`src/rtl/timer_unit.sv`:
```
// ---------------------------------------------------------------------------
// timer_unit
//   Bus-mapped 32-bit down-counting timer with one-shot and auto-reload modes.
//
//   Register map (word offset on Addr):
//     0 CTRL   : [0] Enable, [2:1] Mode (01 = auto-reload, else one-shot),
//                [3] IM interrupt mask; bits 31:4 read as 0
//     1 PRESET : reload value, read/write
//     2 COUNT  : current count, read-only
//     3        : reserved, reads 0
//
//   Ports:
//     clk    system clock, rising edge
//     reset  synchronous active-high reset
//     Addr   word offset
//     We     write strobe
//     BE     byte enables, BE[i] covers WD[8i+7:8i]
//     WD     write data
//     RD     combinational read data
//     IRQ    registered interrupt request (irq_flag AND IM)
//
//   state  | meaning
//   -------+--------------------------------------------------------------
//   IDLE   | stopped; COUNT held; leaves when Enable=1
//   LOAD   | COUNT <= PRESET
//   CNT    | decrementing; Enable=0 pauses back to IDLE
//   INT    | terminal count reached; reload (mode 01) or stop (one-shot)
// ---------------------------------------------------------------------------
module timer_unit (
  input  logic        clk,
  input  logic        reset,
  input  logic [1:0]  Addr,
  input  logic        We,
  input  logic [3:0]  BE,
  input  logic [31:0] WD,
  output logic [31:0] RD,
  output logic        IRQ
);

  typedef enum logic [1:0] {
    S_IDLE = 2'd0,
    S_LOAD = 2'd1,
    S_CNT  = 2'd2,
    S_INT  = 2'd3
  } state_t;

  localparam logic [1:0] ADDR_CTRL   = 2'd0;
  localparam logic [1:0] ADDR_PRESET = 2'd1;
  localparam logic [1:0] ADDR_COUNT  = 2'd2;

  state_t      state_q, state_d;
  logic [3:0]  ctrl_q, ctrl_d;
  logic [31:0] preset_q, preset_d;
  logic [31:0] count_q, count_d;
  logic        irq_flag_q, irq_flag_d;
  logic        irq_q, irq_d;

  logic        enable;
  logic [1:0]  mode;
  logic        wr_ctrl;
  logic        wr_preset;

  assign enable    = ctrl_q[0];
  assign mode      = ctrl_q[2:1];
  assign wr_ctrl   = We && (Addr == ADDR_CTRL);
  assign wr_preset = We && (Addr == ADDR_PRESET);

  always_comb begin
    state_d    = state_q;
    ctrl_d     = ctrl_q;
    preset_d   = preset_q;
    count_d    = count_q;
    irq_flag_d = irq_flag_q;

    // Any CTRL write acknowledges a pending one-shot interrupt.
    if (wr_ctrl) begin
      irq_flag_d = 1'b0;
    end

    case (state_q)
      S_IDLE: begin
        if (enable) begin
          state_d = S_LOAD;
        end
      end
      S_LOAD: begin
        count_d = preset_q;
        state_d = S_CNT;
      end
      S_CNT: begin
        if (!enable) begin
          state_d = S_IDLE;
        end else if (count_q > 32'd1) begin
          count_d = count_q - 32'd1;
        end else begin
          // Covers both COUNT=1 and PRESET=0; COUNT never goes below 0.
          count_d    = 32'd0;
          state_d    = S_INT;
          irq_flag_d = 1'b1;
        end
      end
      S_INT: begin
        if (mode == 2'b01) begin
          state_d    = S_LOAD;
          irq_flag_d = 1'b0;
        end else begin
          ctrl_d[0] = 1'b0;
          state_d   = S_IDLE;
        end
      end
    endcase

    // Bus write applied last so it overrides the one-shot Enable clear.
    if (wr_ctrl && BE[0]) begin
      ctrl_d = WD[3:0];
    end

    if (wr_preset) begin
      for (int i = 0; i < 4; i++) begin
        if (BE[i]) begin
          preset_d[8*i +: 8] = WD[8*i +: 8];
        end
      end
    end
  end

  // IRQ is taken from a flop so it is glitch-free.
  assign irq_d = irq_flag_d & ctrl_d[3];

  always_ff @(posedge clk) begin
    if (reset) begin
      state_q    <= S_IDLE;
      ctrl_q     <= 4'd0;
      preset_q   <= 32'd0;
      count_q    <= 32'd0;
      irq_flag_q <= 1'b0;
      irq_q      <= 1'b0;
    end else begin
      state_q    <= state_d;
      ctrl_q     <= ctrl_d;
      preset_q   <= preset_d;
      count_q    <= count_d;
      irq_flag_q <= irq_flag_d;
      irq_q      <= irq_d;
    end
  end

  always_comb begin
    case (Addr)
      ADDR_CTRL:   RD = {28'd0, ctrl_q};
      ADDR_PRESET: RD = preset_q;
      ADDR_COUNT:  RD = count_q;
      default:     RD = 32'd0;
    endcase
  end

  assign IRQ = irq_q;

endmodule

```
`config.mk`:
```
export PLATFORM = sky130hd
export DESIGN_NAME = timer_unit
export DESIGN_NICKNAME = d
export VERILOG_FILES = /design/src/rtl/timer_unit.sv
export SDC_FILE = /design/constraint.sdc
export NUM_CORES = 1
export LEC_CHECK = 0
export ABC_AREA = 1
export BUFFER_PORTS_ARGS = -buffer_cell sky130_fd_sc_hd__buf_4
export CAP_MARGIN = 0
export CORE_MARGIN = 2
export CORE_UTILIZATION = 50
export DETAILED_ROUTE_END_ITERATION = 7
export GPL_ROUTABILITY_DRIVEN = 0
export PLACE_DENSITY = 0.73
export SKIP_CTS_REPAIR_TIMING = 1
export SLEW_MARGIN = 20
export SYNTH_ARGS = -nofsm -noshare
export SYNTH_HDL_FRONTEND = slang
export SYNTH_SLANG_ARGS = --single-unit
```
`constraint.sdc`:
```
create_clock -name clk -period 2.9 [get_ports clk]
set_input_delay 0.29 -clock clk [delete_from_list [all_inputs] [get_ports clk]]
set_output_delay 0.29 -clock clk [all_outputs]
set_load 0.005 [all_outputs]
```
; ---- Word level (Yosys, flattened, before mapping)
; Cells that the tools add are included.
[totals]
ff_bits = 72
inputBits = 41
output_inout_bits = 33
wordCells = 55
[op_classes]
add_sub_neg = 1
order_cmp = 1
eq_ne = 10
muxes = 17
n_bitwise = 1
n_reduce_logical = 14
[op_table]
columns = cell, n
row1 = 32-bit case mux with 3 select lines, 1
row2 = 32-bit 2-to-1 mux, 2
row3 = 32-bit case mux with 2 select lines, 1
row4 = 32-bit by 1-bit greater-than comparator with 1-bit output (second input constant), 1
row5 = 32-bit by 1-bit subtractor with 32-bit output (second input constant), 1
row6 = 2-bit AND reduction, 7
row7 = 2-bit case mux with 4 select lines, 1
row8 = 1-bit 2-to-1 mux, 7
row9 = 2-bit by 1-bit equality test with 1-bit output (second input constant), 3
row10 = 2-bit equality test (second input constant), 3
row11 = 2-bit 2-to-1 mux, 3
row12 = 2-bit logical NOT, 2
row13 = 4-bit 2-to-1 mux, 1
row14 = 2-bit inequality test (second input constant), 2
row15 = 2-bit nonzero test, 2
row16 = 1-bit logical AND, 3
row17 = 3-bit inequality test (second input constant), 1
row18 = 2-bit by 1-bit inequality test with 1-bit output (second input constant), 1
row19 = 1-bit case mux with 2 select lines, 1
row20 = 1-bit bitwise AND, 1

; ---- Logic depth before layout (Yosys ltp)
[depth]
depth_word = 7
mapped_depth = 10
depth_no_buf = 10

; ---- Worst setup path after synthesis
; Ideal clock, no wire load.
[synth_timing]
kind = flip-flop to flip-flop
start = register count_q[0]
end = register count_q[5]
setup_ns = 0.070
t_arrival_ns = 1.383
t_required_ns = 2.830
slack_ns = 1.447
stages_incl_launch_ff = 11
path_buffers = 1
period_less_slack_ns = 1.453
path_cell_list = dfxtp_1 > inv_2 > ha_1 > nand2_2 > nand2_2 > nand3_2 > nor2_4 > nor2_8 > buf_6 > nand3_2 > a21oi_1
[synth_between]
elab_chain_cells = 4
word_cells_on_any_way = 5
cone_classes = add/sub: 1 / order compare: 1 / mux: 3
[synth_rtl]
columns = item, line_no
row1 = from (decl), 54  ; logic [31:0] count_q, count_d;
row2 = from (signal assigned), 142  ; count_q <= count_d;
row3 = 32-bit by 1-bit subtractor with 32-bit output or 32-bit by 1-bit greater-than comparator with 1-bit output (tied branches), "94, 93"
row4 = 32-bit 2-to-1 mux (*), 93  ; end else if (count_q > 32'd1) begin
row5 = 32-bit 2-to-1 mux (*), 91  ; if (!enable) begin
row6 = 32-bit case mux with 2 select lines (*), 80  ; case (state_q)
; Mark *: on every way between the ends. The rest lies on a longest branch, timed or not. The select of a mux whose other input is x is not followed.
; A chain may end at the register's enable or synchronous reset.

; ---- Worst setup path in the final report
[layout_timing]
start = register state_q[0]
end = register count_q[17]
[layout_between]
elab_chain_cells = 3
word_cells_on_any_way = 6
cone_classes = eq/ne: 3 / mux: 1 / reduce/logical: 2
[layout_rtl]
columns = item, line_no
row1 = from (decl), 51  ; state_t state_q, state_d;
row2 = from (signal assigned), 139  ; state_q <= state_d;
row3 = 2-bit equality test or 2-bit by 1-bit equality test with 1-bit output (tied branches), 80
row4 = 2-bit inequality test (no line) or 2-bit nonzero test (tied branches), n/a
row5 = 2-bit AND reduction (no line), n/a
; Parallel ways exist; a longest one is shown, timed or not.

==> results.yml <==
status:
  outcome: "completed"
timing:
  holdWs_ps: 129
  fin_setup_tns_ps: 0
  tightestPinTransition_ps: 693
  worst_slack_ps: 763
  fmax_mhz: 468
  rsz0062_at_grt: "no"
  slew_viol_final: 0
  min_period_over_period: 0.737
  fin_crit_ps: 2140
  fin_worst_skew_ps: 14.0
  hold_viol_final: 0
  setup-violations-final: 0
  max_slew_margin: 0.537
route:
  drt_wl_total_mm: 11.3
  drc: 0
  drt-wirelength-per-cell_um: 14.4
  drtIter0Drc: 225
  dr_total_vias: 4312
  vias_per_cell: 5.51
  ant_nets: 0
  dr.pass1.iters: 4
yosys:
  synthTopCellsByArea: "dfxtp_1, a21oi_1, o21ai_0"
  yosysTopAreaCell: "dfxtp_1"
  synth-seq-cells: 72
  synth_area_per_cell_um2: 6.71
  synth-seq-area-share: 0.349
  synth_cell_type_count: 31
  syn_area_mm2: 0.00413
  synth_top_area_frac: 0.349
  syn_nets: 658
  yosysWarnings: 0
  synthCells: 615
power:
  swShare: 0.313
  power.switching_mw: 0.735
  power_frac_seq: 0.445
  power.density_mw_per_mm2: 479
  p_int_mw: 1.61
  ir_drop_uv: 204
  clockPowerShare: 0.343
  p_comb_frac: 0.212
  static-leakage-power_nw: 2.05
worst_setup_path:
  slowest_delay_ps: 500
  cp-end-kind: "flip-flop"
  worstSetupPathType: "flip-flop to flip-flop"
  cp_slowest_cell: "inv_2"
  path_cells: "nor2_2 -> inv_2 -> o21ai_2 -> inv_1 -> buf_4 -> a21oi_1 -> a21oi_1"
  critPathMaxFanout: 35
  worstPathRequired_ps: 3180
  critPathLaunchType: "flip-flop"
  cpMostUsedCell: "a21oi_1"
  crit_arrival_ps: 2420
die:
  die_width_um: 94.9
  core_mm2: 0.00809
  die_h_um: 94.9
  start_util: 0.510
  dieArea_mm2: 0.00900
  ios: 74
  rows: 33
clock_network:
  numCtsBuffers: 9
  cts.sinks: 72
  clk_pin_slew_ps: 80
  ctsRootBufferMaster: "clkbuf_8"
  htreeDepth: 3
  cts_tree: "built"
  clockBufferDepth: 2
  clock_latency_ps: 360
final_layout:
  fin_area_mm2: 0.00490
  final_common_cell: "a21oi_1"
  area_growth_syn_to_layout_pct: 18.6
  drive_above_1_share: 0.192
  num_antenna_cells: 0
  n_fill_cell: 799
  layout_common_cells: "a21oi_1, nand2_1, inv_1"
  final_util: 0.605
  nets: 717
grt:
  grt.total_usage: 0.254
  grt_pass1_wl_mm: 18.2
  grt_pass1_vias: 4059
  grt_antenna_before_repair: 0
  grt_overflow: 0
  grt_max_degree: 38
placed_design:
  pre_cts_ws_ps: 786
  portBuffers: 73
  dpl.hpwl_mm: 7.91
  placed_area_mm2: 0.00470
worst_hold_path:
  hp-class: "primary input to flip-flop"
job:
  maxCapViolCount: 0
[registers in the layout, summed over array words and instances, names as in the netlist]
| name | count |
|---|---|
| IRQ | 1 |
| count_q | 32 |
| ctrl_q | 4 |
| irq_flag_q | 1 |
| preset_q | 32 |
| state_q | 2 |
[through the flow]
stage,std cells,power (mW)
6_report,783,2.35
5_1_grt,783,2.46
4_1_cts,783,2.35
3_5_place_dp,768,1.56
3_3_place_gp,768,1.55
2_1_floorplan,615,1.41
[worst paths after layout]
path | startpoint | cells after the start | to | slack [ps]
setup / recovery | state_q[0] | 7 | count_q[17] | 760
hold / removal | reset | 2 | irq_flag_q | 130
setup reg to reg | state_q[0] | 7 | count_q[17] | 760
hold reg to reg | ctrl_q[1] | 2 | ctrl_q[1] | 470
[critical path, delay by kind of cell, from the launching register on]
family / cells / cell delay, ps
compound gates: 3 / 370
buf+inv: 3 / 1210
flops: 1 / 400
simple gates: 1 / 70
[kinds of logic after synthesis]
group,synth area share
buf+inv,0.110
simple gates,0.238
compound gates,0.273
xor+xnor,0.0212
fa+ha+maj,0.00606
flops,0.349
mux,0.00273
[synth_stat cells]
library cell,n
inv_1,80
xor2_1,10
nor2_8,2
o21ai_2,2
nor2_1,60
mux2_2,1
nand4_1,4
nor2_4,3
inv_2,3
o221ai_1,4
o21ai_1,5
buf_2,7
nand3b_1,1
buf_1,2
nor3_2,1
a21oi_2,1
or2_2,1
ha_1,2
o22ai_1,28
nor3_1,1
nor2_2,7
dfxtp_1,72
nand3_2,10
nand2_4,2
buf_6,3
a21oi_1,100
nand3_1,25
nand2_1,83
nand2_2,4
clkbuf_1,18
o21ai_0,73
[power groups by stage]
stage | logic [mW] | registers, mW | clock network (mW)
final | 0.498 | 1.04 | 0.805
after global placement | 0.482 | 1.07 | 0
after global routing | 0.558 | 1.05 | 0.855
after CTS | 0.494 | 1.04 | 0.814
after detailed placement | 0.491 | 1.07 | 0
after floorplan | 0.348 | 1.06 | 0
[final cells by class]
type / instances / area, um^2 / share of cell area
Inverter: 83 / 312 / 0.0636
Sequential cell: 72 / 1440 / 0.294
Timing Repair Buffer: 78 / 586 / 0.120
Clock buffer: 10 / 138 / 0.0281
Multi-Input combinational cell: 430 / 2230 / 0.456
Tap cell: 105 / 131 / 0.0268
Clock inverter: 5 / 57.6 / 0.0118
[layer usage]
layer,part of all wire,GRT usage
met1,0.44,0.318
met2,0.49,0.433
met3,0.054,0.0391
met4,0.021,0.107
met5,0,0
Note: power is estimated with default switching activity, not from simulation.
